==> config.mk <==
export PLATFORM = sky130hd
export DESIGN_NAME = multicycle_ctrl_flat
export DESIGN_NICKNAME = d
export VERILOG_FILES = /design/src/rtl/multicycle_ctrl_if.sv /design/src/rtl/multicycle_ctrl.sv /design/src/flat_wrapper.sv
export SDC_FILE = /design/constraint.sdc
export NUM_CORES = 1
export LEC_CHECK = 0
export ABC_AREA = 1
export ABC_CLOCK_PERIOD_IN_PS = 1700
export BUFFER_PORTS_ARGS = -buffer_cell sky130_fd_sc_hd__buf_2
export CORE_AREA = 2 2 71 73
export CTS_CLUSTER_SIZE = 16
export DETAILED_ROUTE_END_ITERATION = 12
export DIE_AREA = 0 0 73 75
export PLACE_DENSITY = 0.82
export SYNTH_ARGS = -nofsm -noshare
export SYNTH_HDL_FRONTEND = slang
export SYNTH_SLANG_ARGS = --single-unit
==> constraint.sdc <==
create_clock -name clk -period 1.7 [get_ports clk]
set_input_delay 0 -clock clk [delete_from_list [all_inputs] [get_ports clk]]
set_output_delay 0 -clock clk [all_outputs]
set_load 0.03 [all_outputs]
==> src/rtl/multicycle_ctrl_if.sv <==
// ----------------------------------------------------------------------------
// multicycle_ctrl_if
// Bundles the signals between the multi-cycle control sequencer and the
// RV32I datapath/memory.
//
// Handshake: the sequencer holds mem_read or mem_write high until the cycle
// in which memory returns mem_ready=1 (that cycle included). mem_ready is
// only looked at in FETCH, MEM_RD and MEM_WR. The two strobes are never high
// together.
//
// Signals
//   opcode, funct3 : instruction fields from the instruction register
//   zero           : ALU zero flag
//   mem_ready      : memory completes the current access this cycle
//   alu_src        : 0 = reg_out2, 1 = immediate
//   alu_op         : 00 add, 01 subtract, 10 decode from funct fields
//   pc_write       : load PC this cycle
//   pc_src         : 0 = PC+4, 1 = branch/jump target
//   ir_write       : latch the fetched instruction
//   mem_read       : memory read strobe
//   mem_write      : memory write strobe
//   reg_write      : register-file write enable
//   wb_sel         : 00 ALU, 01 memory, 10 PC+4
//   illegal        : trap flag
// Modports
//   master : the sequencer (drives the control signals)
//   slave  : the datapath side (drives instruction fields and status)
// ----------------------------------------------------------------------------
interface multicycle_ctrl_if;
    logic [6:0] opcode;
    logic [2:0] funct3;
    logic       zero;
    logic       mem_ready;
    logic       alu_src;
    logic [1:0] alu_op;
    logic       pc_write;
    logic       pc_src;
    logic       ir_write;
    logic       mem_read;
    logic       mem_write;
    logic       reg_write;
    logic [1:0] wb_sel;
    logic       illegal;

    modport master (
        input  opcode, funct3, zero, mem_ready,
        output alu_src, alu_op, pc_write, pc_src, ir_write,
               mem_read, mem_write, reg_write, wb_sel, illegal
    );

    modport slave (
        output opcode, funct3, zero, mem_ready,
        input  alu_src, alu_op, pc_write, pc_src, ir_write,
               mem_read, mem_write, reg_write, wb_sel, illegal
    );
endinterface

==> src/rtl/multicycle_ctrl.sv <==
// ----------------------------------------------------------------------------
// multicycle_ctrl
// Multi-cycle control sequencer for the RV32I core. Walks each instruction
// through FETCH, DECODE, EXEC/ADDR/BRANCH/JAL, memory and write-back states
// and drives the datapath controls as Moore decodes of the state (with
// mem_ready / zero qualification where noted).
//
// Ports
//   clk     : clock, rising edge
//   rst_n   : synchronous active-low reset; forces every control output to 0
//             while low
//   bus     : multicycle_ctrl_if.master, control and handshake signals
//   state   : current state (debug)
//   retired : count of completed instructions, wraps modulo 2^CNT_W
//
// Optional feature macro: ILLEGAL_TRAP_EN
//   defined   : unknown opcodes park in TRAP (illegal=1) until reset
//   undefined : unknown opcodes are retired as NOPs, illegal tied to 0
// ----------------------------------------------------------------------------
module multicycle_ctrl #(
    parameter int CNT_W = 32
) (
    input  logic             clk,
    input  logic             rst_n,
    multicycle_ctrl_if.master bus,
    output logic [3:0]       state,
    output logic [CNT_W-1:0] retired
);

    typedef enum logic [3:0] {
        S_FETCH   = 4'd0,
        S_DECODE  = 4'd1,
        S_EXEC    = 4'd2,
        S_ALU_WB  = 4'd3,
        S_ADDR    = 4'd4,
        S_MEM_RD  = 4'd5,
        S_LOAD_WB = 4'd6,
        S_MEM_WR  = 4'd7,
        S_BRANCH  = 4'd8,
        S_JAL     = 4'd9,
        S_TRAP    = 4'd10
    } state_t;

    localparam logic [6:0] OP_R      = 7'b0110011;
    localparam logic [6:0] OP_I      = 7'b0010011;
    localparam logic [6:0] OP_LOAD   = 7'b0000011;
    localparam logic [6:0] OP_STORE  = 7'b0100011;
    localparam logic [6:0] OP_BRANCH = 7'b1100011;
    localparam logic [6:0] OP_JAL    = 7'b1101111;

    state_t cur_state;
    state_t nxt_state;
    logic   retire;

    logic       alu_src;
    logic [1:0] alu_op;
    logic       pc_write;
    logic       pc_src;
    logic       ir_write;
    logic       mem_read;
    logic       mem_write;
    logic       reg_write;
    logic [1:0] wb_sel;
    logic       illegal;

    always_ff @(posedge clk) begin
        if (!rst_n) begin
            cur_state <= S_FETCH;
            retired   <= '0;
        end else begin
            cur_state <= nxt_state;
            if (retire) begin
                retired <= retired + CNT_W'(1);
            end
        end
    end

    always_comb begin
        nxt_state = cur_state;
        retire    = 1'b0;
        alu_src   = 1'b0;
        alu_op    = 2'b00;
        pc_write  = 1'b0;
        pc_src    = 1'b0;
        ir_write  = 1'b0;
        mem_read  = 1'b0;
        mem_write = 1'b0;
        reg_write = 1'b0;
        wb_sel    = 2'b00;
        illegal   = 1'b0;

        case (cur_state)
            S_FETCH: begin
                mem_read = 1'b1;
                if (bus.mem_ready) begin
                    ir_write  = 1'b1;
                    pc_write  = 1'b1;
                    nxt_state = S_DECODE;
                end
            end
            S_DECODE: begin
                case (bus.opcode)
                    OP_R, OP_I:        nxt_state = S_EXEC;
                    OP_LOAD, OP_STORE: nxt_state = S_ADDR;
                    OP_BRANCH:         nxt_state = S_BRANCH;
                    OP_JAL:            nxt_state = S_JAL;
                    default: begin
`ifdef ILLEGAL_TRAP_EN
                        nxt_state = S_TRAP;
`else
                        // PC already advanced in FETCH, so this is a NOP.
                        nxt_state = S_FETCH;
                        retire    = 1'b1;
`endif
                    end
                endcase
            end
            S_EXEC: begin
                alu_op    = 2'b10;
                alu_src   = (bus.opcode == OP_I);
                nxt_state = S_ALU_WB;
            end
            S_ALU_WB: begin
                // Keep the operand mux stable while the result is written.
                alu_src   = (bus.opcode == OP_I);
                reg_write = 1'b1;
                nxt_state = S_FETCH;
                retire    = 1'b1;
            end
            S_ADDR: begin
                alu_src   = 1'b1;
                nxt_state = (bus.opcode == OP_LOAD) ? S_MEM_RD : S_MEM_WR;
            end
            S_MEM_RD: begin
                mem_read = 1'b1;
                alu_src  = 1'b1;
                if (bus.mem_ready) begin
                    nxt_state = S_LOAD_WB;
                end
            end
            S_LOAD_WB: begin
                reg_write = 1'b1;
                wb_sel    = 2'b01;
                nxt_state = S_FETCH;
                retire    = 1'b1;
            end
            S_MEM_WR: begin
                mem_write = 1'b1;
                alu_src   = 1'b1;
                if (bus.mem_ready) begin
                    nxt_state = S_FETCH;
                    retire    = 1'b1;
                end
            end
            S_BRANCH: begin
                alu_op = 2'b01;
                pc_src = 1'b1;
                case (bus.funct3)
                    3'b000:  pc_write = bus.zero;
                    3'b001:  pc_write = !bus.zero;
                    default: pc_write = 1'b0;
                endcase
                nxt_state = S_FETCH;
                retire    = 1'b1;
            end
            S_JAL: begin
                pc_write  = 1'b1;
                pc_src    = 1'b1;
                reg_write = 1'b1;
                wb_sel    = 2'b10;
                nxt_state = S_FETCH;
                retire    = 1'b1;
            end
`ifdef ILLEGAL_TRAP_EN
            S_TRAP: begin
                illegal   = 1'b1;
                nxt_state = S_TRAP;
            end
`endif
            default: begin
                nxt_state = S_FETCH;
            end
        endcase
    end

    // Reset overrides every output combinationally, so nothing is strobed
    // even before the first reset edge has been seen.
    assign bus.alu_src   = rst_n & alu_src;
    assign bus.alu_op    = rst_n ? alu_op : 2'b00;
    assign bus.pc_write  = rst_n & pc_write;
    assign bus.pc_src    = rst_n & pc_src;
    assign bus.ir_write  = rst_n & ir_write;
    assign bus.mem_read  = rst_n & mem_read;
    assign bus.mem_write = rst_n & mem_write;
    assign bus.reg_write = rst_n & reg_write;
    assign bus.wb_sel    = rst_n ? wb_sel : 2'b00;
    assign bus.illegal   = rst_n & illegal;

    assign state = cur_state;

endmodule

==> src/flat_wrapper.sv <==
// flat-port wrapper written by rule: the top's interface ports become plain ports
module multicycle_ctrl_flat 
#(
    parameter int CNT_W = 32
)
  (clk, rst_n, state, retired, bus_opcode, bus_funct3, bus_zero, bus_mem_ready, bus_alu_src, bus_alu_op, bus_pc_write, bus_pc_src, bus_ir_write, bus_mem_read, bus_mem_write, bus_reg_write, bus_wb_sel, bus_illegal);
  multicycle_ctrl_if bus_i ();
  input  logic clk;
  input  logic rst_n;
  output logic [3:0] state;
  output logic [CNT_W-1:0] retired;
  input wire logic [$bits(bus_i.opcode)-1:0] bus_opcode;
  input wire logic [$bits(bus_i.funct3)-1:0] bus_funct3;
  input wire logic [$bits(bus_i.zero)-1:0] bus_zero;
  input wire logic [$bits(bus_i.mem_ready)-1:0] bus_mem_ready;
  output wire logic [$bits(bus_i.alu_src)-1:0] bus_alu_src;
  output wire logic [$bits(bus_i.alu_op)-1:0] bus_alu_op;
  output wire logic [$bits(bus_i.pc_write)-1:0] bus_pc_write;
  output wire logic [$bits(bus_i.pc_src)-1:0] bus_pc_src;
  output wire logic [$bits(bus_i.ir_write)-1:0] bus_ir_write;
  output wire logic [$bits(bus_i.mem_read)-1:0] bus_mem_read;
  output wire logic [$bits(bus_i.mem_write)-1:0] bus_mem_write;
  output wire logic [$bits(bus_i.reg_write)-1:0] bus_reg_write;
  output wire logic [$bits(bus_i.wb_sel)-1:0] bus_wb_sel;
  output wire logic [$bits(bus_i.illegal)-1:0] bus_illegal;
  assign bus_i.opcode = bus_opcode;
  assign bus_i.funct3 = bus_funct3;
  assign bus_i.zero = bus_zero;
  assign bus_i.mem_ready = bus_mem_ready;
  assign bus_alu_src = bus_i.alu_src;
  assign bus_alu_op = bus_i.alu_op;
  assign bus_pc_write = bus_i.pc_write;
  assign bus_pc_src = bus_i.pc_src;
  assign bus_ir_write = bus_i.ir_write;
  assign bus_mem_read = bus_i.mem_read;
  assign bus_mem_write = bus_i.mem_write;
  assign bus_reg_write = bus_i.reg_write;
  assign bus_wb_sel = bus_i.wb_sel;
  assign bus_illegal = bus_i.illegal;
  multicycle_ctrl #(.CNT_W(CNT_W)) u_core (.clk(clk), .rst_n(rst_n), .bus(bus_i), .state(state), .retired(retired));
endmodule
==> impl_metrics.ini, run 1 <==
[status]
run_status = finished clean

[power_and_ir_drop]
power_density_nw_per_um2 = 713
vdd_drop_max_mv = 0.486
power_mw = 2.10
p_leak_nw = 1.31

[global_route]
grt_max_degree = 24
grt_pass1_vias = 2475
grt-ovfl-total = 0
antenna_found_initial = 0
grt_pass1_wl_mm = 10.8
track_usage_pct = 25.1

[worst_setup_path]
regToRegSetupSlack_ps = 120
critPathLaunchType = flop
crit_chain = inv_2, nor2_1, nand2_1, nor4_1, nor2_1, nor2_1, buf_2
critPathLaunch = u_core.state[3]
crit_top_cell = nor2_1
crit_slowest_cell = dfxtp_2
endpoint_kind = output port
critPathBufInv = 2
required_ps = 1700
reg2reg_depth = 12
cp_top_family = simple AND/OR/NAND/NOR gates
regToRegStartpoint = u_core.state[2]
worst_ep_arrival_time_ps = 1580
r2r_end = u_core.retired[9]
cp_slowest_stage_delay_ps = 380
worstPathMaxFanout = 4
worst-setup-path-type = reg2out

[min_path]
hold_path.class = in2reg
holdPathEnd = u_core.state[1]
hp-start = bus_mem_ready
holdPathStages = 4

[floorplanning]
io_pins = 62
dieArea_sq_um = 5480
rows = 25
die_h_um = 75
initial_core_util_pct = 53.0
core_area_sq_um = 4660
fp.dieW_um = 73

[cts]
cts_tree = done
clkLatencyLatePin_ps = 300
cts_sinks = 36
cts_buffer_depth = 2
cts_root_buffer = clkbuf_8
numCtsBuffers = 5
clkTransAtPathRegs_ps = 70
htree_levels = 2
cts_setup_buffers = 0

[layout]
drive_above_1_share_pct = 20.8
area_growth_syn_to_layout_pct = 19.0
design_area_sq_um = 2940
antenna_cells = 0
nFillCells = 447
nNetsFinal = 510

[synthesis]
synth_nets = 449
yosysUniqueCellTypes = 31
synth_seq_area_share_pct = 29.1
synth_area_leader_cell = dfxtp_1
synth.top_cells.by_area = dfxtp_1, nand2_1, nor2_1, inv_1, a21oi_1
syn_inst = 434
syn_area_per_cell_sq_um = 5.70
syn_area_sq_um = 2470
ys_ff_latch = 36
yosysWarnings = 0
netlist.area_leader.share_pct = 29.1

[drt]
antenna_left = 0
drt_first_pass_iters = 5
drc_errors = 0
vias = 2859
routed_wl_mm = 6.43
viasPerCell = 5.20
avgRoutedWirePerCell_um = 11.7
drtIter0Drc = 206

[placement]
pre_cts_ws_ps = 76.8
port-buffer-count = 60
dpl.hpwl_mm = 4.88
placed_area_sq_um = 2830
gp_congestion = 0.964

[sta]
hold_violations = 0
clock.fmax_mhz = 631
fin_crit_ps = 1580
worst_pin_slew_ps = 552
fin_skew_ps = 10.3
post-route-period-util_pct = 93.2
setup_ws_ps = 115
drv_slew = 0
slew_headroom_pct = 63.1
report.final.setup_viol = 0

[flow_run]
drv_cap = 0
==> cell usage in the layout, fill, tap and decap left out, types with 2 or more instances in the layout <==
master	Yosys	routed
inv_1	36	35
nor2_2	2	6
buf_2	0	60
xnor2_1	2	2
xor2_1	5	5
buf_12	0	2
nor2_1	86	82
a21oi_1	26	26
nand2_1	162	162
inv_2	2	3
nand2_2	7	7
nand3_1	26	26
clkbuf_8	0	6
a21oi_2	6	6
nor4_1	2	2
o21ai_1	1	2
nor3_1	7	6
o21ai_0	5	4
buf_4	5	4
nand4_1	2	2
clkbuf_1	4	2
dfxtp_2	0	4
dfxtp_1	36	32
==> registers in the layout, indices dropped and copies added (netlist names) <==
| register | count |
|---|---|
| u_core.state | 4 |
| u_core.retired | 32 |
==> stage by stage <==
step	hold WS [ps]	utilization [%]	instances	setup TNS, ps
after detailed placement	358	60.7	542	0
after CTS	54.2	62.6	550	0
after global routing	83.6	63.1	550	-1.22
after global placement	352	60.7	542	0
final	57.7	63.1	550	0
after floorplan	172	-	434	0
==> worst register-to-register path, cell delays in order (launching register included) <==
cell and delay [ps]:
dfxtp_1 340, inv_1 100, nand2_1 130, nor2_2 160, nand2_1 70, inv_1 50, nand2_1 100, nand2_4 140
buf_12 160, nand2_1 90, nand2_1 60, nand2_1 40, nor2_1 80
==> synthesized netlist by cell type (all sizes together) <==
library cell	number
clkbuf	4
a21oi	32
a31oi	1
clkinv	1
o31ai	1
nand2	170
nor3b	1
dfxtp	36
xnor2	2
nor2	88
inv	38
nand3b	1
nand3	27
nor4	2
nor3	7
nand4	2
buf	8
ha	1
conb	1
xor2	5
o21ai	6
==> report_power, final <==
group	leakage (nW)	total [mW]	switching, mW	internal, mW
registers	0.292	0.907	0.0372	0.870
logic	0.970	0.545	0.374	0.171
clock network	0.0455	0.646	0.315	0.331
total	1.31	2.10	0.726	1.37
==> layer usage <==
layer	share of wire, %	wire [um]	global-route usage (%)	up-vias
met3	5.5	351	3.48	12
li1	-	-	-	1479
met2	47	3050	42.0	104
met5	0	0	0	-
met1	46	2930	33.0	1264
met4	1.5	99	9.47	0
==> kinds of logic (layout without fill, tap and decap cells) <==
| group | after synthesis | after routing | share of synthesized area, % |
|---|---|---|---|
| AND/OR/NAND/NOR | 298 | 298 | 49.1 |
| buffers and inverters | 51 | 113 | 9.46 |
| AO/OA/AOI/OAI | 40 | 40 | 9.16 |
| flip-flops | 36 | 36 | 29.1 |
| XOR/XNOR | 7 | 7 | 2.48 |
| adder cells (fa/ha/maj) | 1 | 1 | 0.506 |
| other | 1 | 1 | 0.152 |
==> final cells by class <==
type | instances | area, sq um | area share, %
clock buffers | 8 | 90.1 | 3.06
flip-flops and latches | 36 | 726 | 24.7
inverters | 39 | 151 | 5.14
repair buffers | 66 | 370 | 12.6
well taps | 54 | 67.6 | 2.30
multi-input cells | 347 | 1540 | 52.3
==> timing repair <==
action / CTS / global route
endpoints found under the hold margin: 0 / 0
endpoints found under the setup margin: 0 / 33
hold buffers: 0 / 0
resized for setup: 0 / 12
==> worst max-delay path by stage <==
stage | endpoint | slack (ps) | depth (start not counted)
5_1_grt | u_core.retired[9] | -1 | 12
4_1_cts | u_core.retired[19] | 70 | 10
2_1_floorplan | bus_alu_op[1] | 1 | 2
3_5_place_dp | u_core.retired[19] | 80 | 10
3_3_place_gp | u_core.retired[9] | 110 | 10
6_report | bus_pc_write | 120 | 7
(Power assumes the default switching activity.)
==> run 2: changes to the inputs <==
--- a/config.mk
+++ b/config.mk
@@ -6,13 +6,13 @@
 export NUM_CORES = 1
 export LEC_CHECK = 0
 export ABC_AREA = 1
-export ABC_CLOCK_PERIOD_IN_PS = 1700
+export ABC_CLOCK_PERIOD_IN_PS = 1400
 export BUFFER_PORTS_ARGS = -buffer_cell sky130_fd_sc_hd__buf_2
-export CORE_AREA = 2 2 71 73
+export CORE_AREA = 2 2 75 77
 export CTS_CLUSTER_SIZE = 16
 export DETAILED_ROUTE_END_ITERATION = 12
-export DIE_AREA = 0 0 73 75
-export PLACE_DENSITY = 0.82
+export DIE_AREA = 0 0 77 79
+export PLACE_DENSITY = 0.78
 export SYNTH_ARGS = -nofsm -noshare
 export SYNTH_HDL_FRONTEND = slang
 export SYNTH_SLANG_ARGS = --single-unit
==> constraint.sdc (replaced) <==
create_clock -name clk -period 1.4 [get_ports clk]
set_input_delay 0 -clock clk [delete_from_list [all_inputs] [get_ports clk]]
set_output_delay 0 -clock clk [all_outputs]
set_load 0.03 [all_outputs]
==> run 2 against run 1 <==
Against the previous run:
- the run now ends with negative setup slack left
- non-clock buffer count up 49
- register-to-register slack lost 320 ps
- die area is 11% higher
- sequential power increased by 23%
- cell count increased by 12%
- sequential cell count unchanged
- critical path depth is 1 higher
- clock-buffer cell count fell by 1
- sequential share of layout area shrank 4.5 points
- via count up 13%
- power increased by 53%
- critical path type unchanged
- highest routed layer unchanged
==> impl_metrics.ini, run 2 (same netlist as run 1, synthesis figures left out) <==
[worst_setup_path]
crit_chain = nor2_4, buf_4, nand2_1, buf_4, o21ai_1, nor2_1, nor2_2, buf_6
cp_slowest_stage_delay_ps = 380
critPathLaunchType = flop
worst-setup-path-type = reg2out
worstPathMaxFanout = 4
critPathBufInv = 3
regToRegSetupSlack_ps = -200
required_ps = 1400
crit_slowest_cell = dfxtp_4
cp_top_family = buffers and inverters
crit_top_cell = buf_4
endpoint_kind = output port
worst_ep_arrival_time_ps = 1640

[global_route]
grt_pass1_vias = 2946
track_usage_pct = 26.1
grt-ovfl-total = 0
grt_max_degree = 23
grt_busiest_layer = met2
grt_pass1_wl_mm = 12.8
grt_util_met2_pct = 47.5
antenna_found_initial = 0
grt_use_met3_pct = 4.89
met1_usage_pct = 30.7

[status]
violations = negative setup slack
run_status = finished with violations

[flow_run]
drv_cap = 0

[cts]
cts_buffer_depth = 2
numCtsBuffers = 5
postCtsHoldBufs = 0
clkLatencyLatePin_ps = 300
cts_tree = done
cts_sinks = 36
cts_root_buffer = clkbuf_8
clkTransAtPathRegs_ps = 70
htree_levels = 2

[layout]
final_cell_mix = nand2_1, nor2_1, buf_4
regArea_sq_um = 769
nNetsFinal = 560
antenna_cells = 0
nFillCells = 441
area_growth_syn_to_layout_pct = 54.7
design_area_sq_um = 3820
final_common_cell = nand2_1
multi_input_area_sq_um = 1820
largest-register = u_core.retired
drive_above_1_share_pct = 44.7
largest_reg_flops = 32

[sta]
post-route-period-util_pct = 117
slew_headroom_pct = 48.0
rsz0062_at_grt = yes
hold_violations = 0
fin_crit_ps = 1640
setup_ws_ps = -243
worst_pin_slew_ps = 779
fin_skew_ps = 9.20
report.final.setup_viol = 42
drv_slew = 0
clock.fmax_mhz = 609

[drt]
antenna_left = 0
drc_errors = 0
avgRoutedWirePerCell_um = 13.9
routed_wl_mm = 8.57
drt_first_pass_iters = 5
vias = 3243
drtIter0Drc = 321
viasPerCell = 5.25

[floorplanning]
rows = 27
core_area_sq_um = 5340
fp.dieW_um = 77
dieArea_sq_um = 6080
die_h_um = 79
io_pins = 62
initial_core_util_pct = 46.3

[placement]
placed_area_sq_um = 3220
dpl.hpwl_mm = 5.42
pre_cts_ws_ps = -100
gp_congestion = 0.932
port-buffer-count = 60

[min_path]
hold_path.class = in2reg

[power_and_ir_drop]
power_density_nw_per_um2 = 841
p_leak_nw = 1.68
vdd_drop_max_mv = 0.578
power_mw = 3.22
run 2: worst min-delay path, cell delays in order:
cell,delay (ps)
buf_2,120
a21oi_1,80
nand2_1,60
a21oi_1,50
run 2: final cells by class:
type,instances,share of cell area [%]
multi-input cells,347,47.6
repair buffers,115,23.0
clock buffers,7,2.00
repair inverters,1,0.425
inverters,39,4.35
well taps,72,2.36
clock inverters,1,0.131
flip-flops and latches,36,20.1
run 2: worst paths after layout:
| check | to | start | cells after the start |
|---|---|---|---|
| setup / recovery | bus_pc_write | u_core.state[3] | 8 |
| hold / removal | u_core.state[1] | bus_mem_ready | 4 |
| setup reg to reg | u_core.retired[31] | u_core.state[1] | 11 |
| hold reg to reg | u_core.retired[25] | u_core.retired[25] | 2 |
run 2: metal layers:
layer	wire, um	vias to the layer above
met1	3320	1478
met2	4280	157
met3	594	38
li1	-	1570
met5	0	-
met4	378	0
run 2: through the flow:
stage	TNS, ps	instances	util (%)	hold slack, ps
floorplan	-734	434	-	172
global placement	-502	595	60.4	343
detailed placement	-1050	595	60.4	349
CTS	-3620	612	66.2	43.4
global route	-8020	618	71.7	89.5
finish	-5060	618	71.7	60.1
run 2: timing repair:
| action | 4_1_cts | 5_1_grt |
|---|---|---|
| pin swaps | 1 | 10 |
| gates resized for setup | 27 | 81 |
| cloned | 3 | 1 |
| endpoints found under the setup margin | 37 | 44 |
| setup buffers | 6 | 6 |
run 2: where the power goes:
group	switching, mW	internal (mW)	total, mW
combinational	0.712	0.637	1.35
clock	0.398	0.350	0.747
sequential	0.0631	1.06	1.12
total	1.17	2.05	3.22
==> run 3: changes to the inputs <==
--- a/config.mk
+++ b/config.mk
@@ -12,6 +12,7 @@
 export CTS_CLUSTER_SIZE = 16
 export DETAILED_ROUTE_END_ITERATION = 12
 export DIE_AREA = 0 0 77 79
+export GPL_TIMING_DRIVEN = 0
 export PLACE_DENSITY = 0.78
 export SYNTH_ARGS = -nofsm -noshare
 export SYNTH_HDL_FRONTEND = slang
==> run 3 against run 2 <==
Against the previous run:
- the flow still finishes with violations (negative setup slack)
- die area stayed put
- clock power is 1% lower
- clock-buffer cell count stayed put
- sequential share of layout area is 1.8 points higher
- largest cell class unchanged
- highest routed layer unchanged
==> impl_metrics.ini, run 3 (same netlist as run 1, synthesis figures left out) <==
[worst_setup_path]
crit_path_end = u_core.retired[11]
critPathLaunch = u_core.state[2]
crit_chain = inv_4, nor2_4, nand3_1, nand2_1, nor2_4, nand2_8, inv_8, buf_4, nand2_1, a21oi_1
critPathBufInv = 3
worstPathMaxFanout = 8
cp_top_family = simple AND/OR/NAND/NOR gates
crit_slowest_cell = dfxtp_4
required_ps = 1560
endpoint_kind = flop
r2r_end = u_core.retired[11]
critPathLaunchType = flop
worst_ep_arrival_time_ps = 1700
worst-setup-path-type = reg2reg
regToRegStartpoint = u_core.state[2]
critical_path_depth = 10
regToRegSetupSlack_ps = -140
cp_slowest_stage_delay_ps = 400
reg2reg_depth = 10

[floorplanning]
dieArea_sq_um = 6080
io_pins = 62
die_h_um = 79
fp.dieW_um = 77
initial_core_util_pct = 46.3
rows = 27
core_area_sq_um = 5340

[sta]
drv_slew = 0
report.final.setup_viol = 40
holdWs_ps = 54.2
setup_ws_ps = -140
rsz0062_at_grt = yes
hold_violations = 0
fin_skew_ps = 2.73
clock.fmax_mhz = 649
fin_crit_ps = 1540
worst_pin_slew_ps = 605
fin_tns_setup_ps = -3600
slew_headroom_pct = 59.7
post-route-period-util_pct = 110

[power_and_ir_drop]
p_leak_nw = 1.48
power.internal_mw = 1.89
power_mw = 3.01
seq_power_share_pct = 37.2
power_density_nw_per_um2 = 849
pwr-share-comb_pct = 38.3
vdd_drop_max_mv = 0.509
swShare_pct = 37.3
power_frac_clock_pct = 24.5
switching_power_mw = 1.12

[min_path]
hold_path.class = in2reg
holdPathStages = 4

[flow_run]
drv_cap = 0

[global_route]
grt_pass1_vias = 2618
track_usage_pct = 22.5
grt_pass1_wl_mm = 11.2
grt_max_degree = 12
antenna_found_initial = 0
grt-ovfl-total = 0

[cts]
cts_tree = done
clkTransAtPathRegs_ps = 70
numCtsBuffers = 5
cts_buffer_depth = 2
cts_sinks = 36
postCtsHoldBufs = 0
clkLatencyLatePin_ps = 290
htree_levels = 2
cts_root_buffer = clkbuf_8

[layout]
largest_reg_flops = 32
nNetsFinal = 530
design_area_sq_um = 3550
final_cell_mix = nand2_1, nor2_1, buf_2
final_common_cell = nand2_1
nFillCells = 472
largest-register = u_core.retired
drive_above_1_share_pct = 42.1
antenna_cells = 0
area_growth_syn_to_layout_pct = 43.5
layoutNonFillerInstCount = 588

[placement]
gp_congestion = 0.962
port-buffer-count = 59
dpl.hpwl_mm = 5.25
placed_area_sq_um = 2980
place_inst = 565

[drt]
avgRoutedWirePerCell_um = 13.1
drtIter0Drc = 142
drt_first_pass_iters = 5
drc_errors = 0
vias = 3113
routed_wl_mm = 7.72
viasPerCell = 5.29
antenna_left = 0

[status]
violations = negative setup slack
run_status = finished with violations
[run 3: power groups by stage]
stage                     Clock (mW)  Sequential, mW  Combinational, mW
after CTS                      0.736            1.12              0.805
after detailed placement           0            1.12              0.743
after floorplan                    0            1.18              0.500
after global routing           0.781            1.12               1.21
final                          0.738            1.12               1.15
after global placement             0            1.12              0.730
[run 3: worst min-delay path by stage]
stage,from,to,slack (ps)
floorplan,bus_mem_ready,bus_ir_write,170
global placement,bus_mem_ready,u_core.state[1],340
detailed placement,bus_opcode[4],u_core.state[3],350
CTS,bus_opcode[4],u_core.state[2],60
global route,bus_opcode[4],u_core.state[2],80
finish,bus_opcode[4],u_core.state[2],50
[run 3: stage by stage]
stage | util (%) | setup WS (ps)
final | 66.5 | -140
after global routing | 66.5 | -220
after CTS | 59.0 | -113
after detailed placement | 55.8 | -236
after global placement | 55.8 | -200
after floorplan | - | -52.6
[run 3: worst register-to-register path, delay by kind of cell, from the launching register on]
family,cells,cell delay [ps]
buf+inv,3,260
compound gates,1,60
simple gates,6,680
flops,1,400
[run 3: layer usage]
metal  global-route usage [%]  vias up  share of wire [%]
met3                     3.52       21                5.7
met2                     40.1      114                 50
met4                     9.29        0                2.3
li1                         -     1521                  -
met5                        0        -                  0
met1                     27.1     1457                 42
[run 3: what timing repair did]
action | CTS | global route
gates resized for setup | 17 | 99
pin swaps | 3 | 14
buffers inserted | 7 | 7
cloned | 0 | 2
setup endpoints to repair | 40 | 42
[run 3: final cells by class]
cell class | instances | area, sq um | share of cell area, %
tap | 72 | 90.1 | 2.54
multi-input combinational | 347 | 1850 | 52.2
clock buffer | 7 | 76.3 | 2.15
timing repair buffer | 75 | 474 | 13.4
inverter | 39 | 161 | 4.55
clock inverter | 1 | 5.00 | 0.141
buffer | 11 | 111 | 3.14
sequential | 36 | 778 | 21.9
